<file path="src/rtl/first_nios2_system_sysid_checker_pkg.sv">
// Shared encodings for the system-ID checker and its read engine.
package first_nios2_system_sysid_checker_pkg;

    localparam int unsigned CNT_W = 8;

    localparam logic ADDR_ID = 1'b0;
    localparam logic ADDR_TS = 1'b1;

    typedef enum logic [2:0] {
        ST_IDLE   = 3'd0,
        ST_RD_ID  = 3'd1,
        ST_LAT_ID = 3'd2,
        ST_RD_TS  = 3'd3,
        ST_LAT_TS = 3'd4,
        ST_DONE   = 3'd5
    } chk_state_e;

    typedef enum logic [1:0] {
        PH_IDLE = 2'd0,
        PH_READ = 2'd1,
        PH_LAT  = 2'd2
    } rd_phase_e;

endpackage

</file>
<file path="src/rtl/first_nios2_system_sysid_checker_rd.sv">
// Single Avalon-MM read: waitrequest hold, fixed read latency, stall timeout.
module first_nios2_system_sysid_checker_rd
    import first_nios2_system_sysid_checker_pkg::*;
#(
    parameter int unsigned READ_LATENCY   = 0,
    parameter int unsigned TIMEOUT_CYCLES = 255
) (
    input  logic        clock,
    input  logic        reset_n,
    input  logic        go,
    input  logic        addr,
    output logic        busy,
    output logic        accept,
    output logic        data_valid,
    output logic [31:0] data,
    output logic        timed_out,
    output logic        address,
    output logic        read,
    input  logic [31:0] readdata,
    input  logic        waitrequest
);

    localparam logic [CNT_W-1:0] LAT_N      = CNT_W'(READ_LATENCY);
    localparam logic [CNT_W-1:0] STALL_LAST = CNT_W'(TIMEOUT_CYCLES - 1);

    rd_phase_e        phase_q, phase_d;
    logic             addr_q, addr_d;
    logic [CNT_W-1:0] stall_q, stall_d;
    logic [CNT_W-1:0] lat_q, lat_d;

    assign read      = (phase_q == PH_READ);
    assign address   = addr_q;
    assign busy      = (phase_q != PH_IDLE);
    assign accept    = read && !waitrequest;
    assign timed_out = read && waitrequest && (stall_q == STALL_LAST);
    assign data      = readdata;

    // With zero latency the word is on the bus in the accepting cycle.
    assign data_valid = (LAT_N == '0) ? accept
                      : (phase_q == PH_LAT) && (lat_q == LAT_N);

    always_comb begin
        phase_d = phase_q;
        addr_d  = addr_q;
        stall_d = stall_q;
        lat_d   = lat_q;
        if (go) begin
            phase_d = PH_READ;
            addr_d  = addr;
            stall_d = '0;
            lat_d   = '0;
        end else begin
            unique case (phase_q)
                PH_READ: begin
                    if (accept) begin
                        phase_d = (LAT_N == '0) ? PH_IDLE : PH_LAT;
                        lat_d   = CNT_W'(1);
                    end else if (timed_out) begin
                        phase_d = PH_IDLE;
                    end else begin
                        stall_d = stall_q + 1'b1;
                    end
                end
                PH_LAT: begin
                    if (lat_q == LAT_N) phase_d = PH_IDLE;
                    else                lat_d   = lat_q + 1'b1;
                end
                default: ;
            endcase
        end
    end

    always_ff @(posedge clock or negedge reset_n) begin
        if (!reset_n) begin
            phase_q <= PH_IDLE;
            addr_q  <= 1'b0;
            stall_q <= '0;
            lat_q   <= '0;
        end else begin
            phase_q <= phase_d;
            addr_q  <= addr_d;
            stall_q <= stall_d;
            lat_q   <= lat_d;
        end
    end

endmodule

</file>
<file path="config.mk">
export PLATFORM = sky130hd
export DESIGN_NAME = first_nios2_system_sysid_checker_rd
export DESIGN_NICKNAME = d
export VERILOG_FILES = /design/src/rtl/first_nios2_system_sysid_checker_pkg.sv /design/src/rtl/first_nios2_system_sysid_checker_rd.sv
export SDC_FILE = /design/constraint.sdc
export NUM_CORES = 1
export LEC_CHECK = 0
export ABC_AREA = 1
export CAP_MARGIN = 20
export CELL_PAD_IN_SITES_DETAIL_PLACEMENT = 1
export CELL_PAD_IN_SITES_GLOBAL_PLACEMENT = 1
export CORE_AREA = 2 2 67 69
export CTS_CLUSTER_DIAMETER = 120
export DETAILED_ROUTE_END_ITERATION = 10
export DIE_AREA = 0 0 69 71
export PLACE_DENSITY_LB_ADDON = 0.25
export SLEW_MARGIN = 5
export SYNTH_ARGS = -nofsm -noshare
export SYNTH_HDL_FRONTEND = slang
export SYNTH_SLANG_ARGS = --single-unit
</file>
<file path="constraint.sdc">
create_clock -name clock -period 3.4 [get_ports clock]
set_input_delay 0.51 -clock clock [delete_from_list [all_inputs] [get_ports clock]]
set_output_delay 0.51 -clock clock [all_outputs]
set_load 0.05 [all_outputs]
</file>
# Word-level counts from Yosys, hierarchy flattened

Cells that the tools add are included.

Register bits: 19
Output and inout bits: 38

$add $sub $neg: 2
Equal/unequal tests: 9
Mux-type cells: 13
Reduce and logical (&&, ||, !) cells: 11

Operators with widths:

| kind                                                                    | count |
|---|---|
| 8-bit two-way mux                                                       | 7 |
| 8-bit by 1-bit adder with 8-bit output, second input constant           | 2 |
| 8-bit one-hot mux with 2 select lines                                   | 1 |
| 3-bit AND reduction                                                     | 3 |
| 8-bit equality test, second input constant                              | 1 |
| 8-bit zero test                                                         | 1 |
| 2-bit two-way mux                                                       | 4 |
| 3-bit inequality test, second input constant                            | 2 |
| 2-bit inequality test, second input constant                            | 2 |
| 4-bit inequality test, second input constant                            | 1 |
| 2-bit one-hot mux with 2 select lines                                   | 1 |
| 2-bit nonzero test                                                      | 2 |
| 1-bit logical AND                                                       | 3 |
| 3-bit by 2-bit inequality test with 1-bit output, second input constant | 1 |
| 3-bit nonzero test                                                      | 1 |
| 2-bit by 1-bit equality test with 1-bit output, second input constant   | 1 |
| 2-bit equality test, second input constant                              | 1 |
| 1-bit zero test                                                         | 1 |

# Longest topological paths before layout

Depth after elaboration: 7
Depth in mapped cells: 10
Mapped depth without buffers: 10

# Worst setup path before layout

OpenSTA, ideal clock, no wires.

Path type: register to output
From: register phase_q[0]
To: output data_valid
Arrival: 1.739 ns
Required time: 2.890 ns
Slack: 1.151 ns
Cell stages (with the launch flop): 4
Path buffers: 1
Cells stage by stage: dfrtp_1 -> inv_1 -> nor2_1 -> buf_4

Cells in the longest elaborated chain, start to end: 2

Ends and longest elaborated chain:

| what                                           | line                                      | RTL |
|---|---|---|
| from (decl)                                    | first_nios2_system_sysid_checker_rd.sv:26 | `rd_phase_e phase_q, phase_d;` |
| from (signal assigned)                         | first_nios2_system_sysid_checker_rd.sv:80 | `phase_q <= phase_d;` |
| 2-bit by 1-bit equality test with 1-bit output | first_nios2_system_sysid_checker_rd.sv:31 | `assign read = (phase_q == PH_READ);` |
| 1-bit logical AND                              | first_nios2_system_sysid_checker_rd.sv:34 | `assign accept = read && !waitrequest;` |
| to (decl)                                      | first_nios2_system_sysid_checker_rd.sv:14 | `output logic data_valid,` |

No other way between the ends.

# Worst setup path after layout

From: register stall_q[0]
To: output timed_out

Cells in the longest elaborated chain, start to end: 2

Ends and longest elaborated chain:

| what                   | line                                      | RTL |
|---|---|---|
| from (decl)            | first_nios2_system_sysid_checker_rd.sv:28 | `logic [CNT_W-1:0] stall_q, stall_d;` |
| from (signal assigned) | first_nios2_system_sysid_checker_rd.sv:82 | `stall_q <= stall_d;` |
| 8-bit equality test    | first_nios2_system_sysid_checker_rd.sv:35 | `assign timed_out = read && waitrequest && (stall_q == STALL_LAST);` |
| 1-bit logical AND      | first_nios2_system_sysid_checker_rd.sv:35 |  |
| to (decl)              | first_nios2_system_sysid_checker_rd.sv:16 | `output logic timed_out,` |

No other way between the ends.

==> summary.md <==
| Metric | Value |
|---|---|
| Seq cells post-synth | 10 |
| Hold buffers post-CTS | 0 |
| Total track usage | under 10% |
| Number of maximum-capacitance violations | 0 |
| Diodes inserted | 0 |
| Number of buffers inserted by port buffering | 10 |
| Count of pins over their slew limit | 0 |
| Count of pins on the block boundary | 75 |
| Area of the core | approximately 4200 sq um |
| Setup Skew | between 0.001 and 0.0015 ns |
| Layout-stage area growth over the synthesis result | -4.18% |
| Min-delay src | address |
| Most used standard cell by instance count after synthesis | sky130_fd_sc_hd__buf_4 |
| Number of stages on the worst hold path | 2 |
| Top FF cell, synth | sky130_fd_sc_hd__dfrtp_1 |
| Crit path DAT | around 2.1 ns |
| Number of fill cells in the layout | ~520 |
| Max-slew headroom at the worst pin | 67.1% |
| Async set-or-reset flop fraction in the synthesized netlist | 100% |
| Main area contributors after synthesis | sky130_fd_sc_hd__buf_4 30%, sky130_fd_sc_hd__dfrtp_1 30%, sky130_fd_sc_hd__nand2_1 12% |
| Shortest period the worst path allows | about 2.6 ns |
| CTS H-Tree Depth | 1 |
| Via-to-Cell Ratio | around 3.9 |
| Dpl cells | 141 |
| Launch point of the worst reg-to-reg path | stall_q[0] |
| Clk root buf | sky130_fd_sc_hd__clkbuf_8 |
| Number of DRC markers in iteration 0 | 14 |
| Mean instance size in the synthesized netlist | between 7 and 8 sq um |
| Highest achievable clock rate | around 380 MHz |
| Post-CTS setup buffer count | 0 |
| Maximum number of pins on one net before global-route repair | 11 |
| CTS clk-pin slew, worst paths | about 0.050 ns |
| Count of different cell masters after synthesis | 17 |
| Overflow left after global routing | 0 |
| Total standard cell area after synthesis | between 800 and 900 sq um |
| Final routed wire length divided by cell count | ~11 microns |
| ANT nets after route | 0 |
| Worst IR Drop VDD | between 100 and 150 uV |
| Syn nets | roughly 150 |
| Die height | around 70 microns |
| Library cell occupying the most area in the post-synthesis netlist | sky130_fd_sc_hd__buf_4 |
| Global-route wire length before repair | approximately 3100 microns |
| Total via count in the routed design | roughly 560 |
| Count of standard-cell rows | 24 |
| RSZ-0062 raised after global routing | false |
| Cell leakage power | 0.000373 uW |
| Effective utilization at floorplan | 19.9% |
| Seq/Total Area, Yosys | roughly 30% |
| Final Hold Slack | between 0.4 and 0.5 ns |
| Via count of the first global-routing pass | about 660 |
| Worst slew pin tran | around 0.49 ns |
| Yosys synthesis warning count | 0 |
| End of the worst hold path | address |
| CP max FO | 4 |
| Top cells by count, synth | 34 x sky130_fd_sc_hd__buf_4, 27 x sky130_fd_sc_hd__nand2_1, 13 x sky130_fd_sc_hd__nor2_1 |
| Total of cells resized after clock tree synthesis | 0 |
| Placed wire-length estimate after detailed placement | 1350 microns |
| Post-layout instance count excluding filler cells | 145 |
| Crit share post-route | between 70% and 80% |
| Inserted Clock Buffers | 3 |
| Endpoint of the worst-slack reg-to-reg timing path | stall_q[3] |
| Startpoint Class | flip-flop |
| Number of DRC violations after detailed routing | 0 |
| CTS Buffer Depth | 2 |
| Hold Path Class | flip-flop to flip-flop |
| Die area | 4900 sq um |
| Die W | 69 microns |
| Clock sink count | 10 |
| Final RePlAce weighted congestion | just under 0.8 |
| Post-synth EDFFs | 0 |
| Summed negative setup slack over all endpoints | 0 ns |
| Type of destination of the critical path | output port |
| Number of instances in the synthesized netlist | 113 |
| Crit path setup slack, layout | ~0.78 ns |
| Number of cell instances on the worst register-to-register path | 10 |
| Total setup violations reported at the end of the flow | 0 |
| Antenna violations before repair | 0 |
| Worst-case register-to-register setup slack | between 1.5 and 2 ns |
| Layout cells sized above 1 | 11.8% |
| TritonCTS clock tree | built |
| DRT Pass-1 Iters | 4 |
| Result of the run | finished, final reports clean |
| Routed Wire Length | about 1600 microns |
| Hold violation total from the final report | 0 |
| Final Net Count | 133 |
| Power density over the cells | between 400 and 500 nW/um^2 |
| Latest clock arrival within the worst-skew pair | 0.24 ns |
| Portion of synthesized cell area occupied by the leading cell type | a little under a third |
| WS Path Type | flip-flop to output port |
| Worst path required time | around 2.9 ns |
| Post-place setup slack | 0.875 ns |
==> sequential cells by signal, indices dropped and copies added, names as in the netlist <==
signal / flops
address: 1
phase_q: 1
stall_q: 8
==> worst max path at each step <==
stage                           start  cells past startpoint    endpoint
after floorplan            phase_q[0]                      3  data_valid
after global placement    waitrequest                      4   timed_out
after detailed placement  waitrequest                      4   timed_out
after CTS                  stall_q[0]                      7   timed_out
after global routing       stall_q[0]                      7   timed_out
final                      stall_q[0]                      7   timed_out
==> per-stage QoR <==
stage          total power, uW  util, %  cell area (sq um)
2_1_floorplan              266        -                838
5_1_grt                    353     19.1                803
4_1_cts                    341     19.1                803
6_report                   335     19.1                803
3_5_place_dp               185     17.8                748
3_3_place_gp               185     17.8                748
==> worst max-delay path: stages (launching register included) <==
cell                              delay [ns]
sky130_fd_sc_hd__dfrtp_1                0.40
sky130_fd_sc_hd__clkinv_1               0.09
sky130_fd_sc_hd__ha_1                   0.18
sky130_fd_sc_hd__nand2_1                0.06
sky130_fd_sc_hd__nor2_1                 0.14
sky130_fd_sc_hd__nand2_2                0.10
sky130_fd_sc_hd__nor2_1                 0.10
sky130_fd_sc_hd__clkdlybuf4s50_1        0.80
==> routing by layer <==
metal | up-vias | routed length, microns | GRT usage, %
met2 | 18 | 773 | 12.3
met4 | 0 | 19 | 3.49
met5 | - | 0 | 0
met1 | 266 | 708 | 8.74
li1 | 273 | - | -
met3 | 6 | 141 | 3.13
==> final cells by class <==
type	count	area [sq um]	share of cell area, %
inverter	8	37.5	4.67
tap	52	65.1	8.10
sequential	10	250	31.2
multi-input combinational	61	295	36.8
timing repair buffer	10	100	12.5
clock buffer	4	55.1	6.85
==> cell usage in the layout, fill, tap and decap left out, types with 2 or more instances in the layout <==
master,n
sky130_fd_sc_hd__nand2_1,27
sky130_fd_sc_hd__nand2_2,3
sky130_fd_sc_hd__nand3_1,7
sky130_fd_sc_hd__clkbuf_8,4
sky130_fd_sc_hd__clkdlybuf4s50_1,10
sky130_fd_sc_hd__nand4_1,2
sky130_fd_sc_hd__ha_1,2
sky130_fd_sc_hd__nor2_1,13
sky130_fd_sc_hd__xor2_1,3
sky130_fd_sc_hd__dfrtp_1,10
sky130_fd_sc_hd__inv_1,5
==> power by group <==
part | internal [uW] | leakage [uW] | switching (uW) | total [uW]
Clock | 102 | 0.0000288 | 51.6 | 154
Sequential | 124 | 0.000133 | 5.09 | 129
Combinational | 17.7 | 0.000211 | 34.7 | 52.4
Total | 244 | 0.000373 | 91.3 | 335
==> logic make-up (layout without fill, tap and decap cells) <==
logic type | after synthesis | in the layout | synth area share, %
compound gates | 2 | 2 | 1.19
simple gates | 54 | 54 | 27.9
buf+inv | 42 | 22 | 34.9
flops | 10 | 10 | 29.9
xor+xnor | 3 | 3 | 3.13
fa+ha+maj | 2 | 2 | 2.98
No activity file was read; power rests on OpenSTA's default activity.
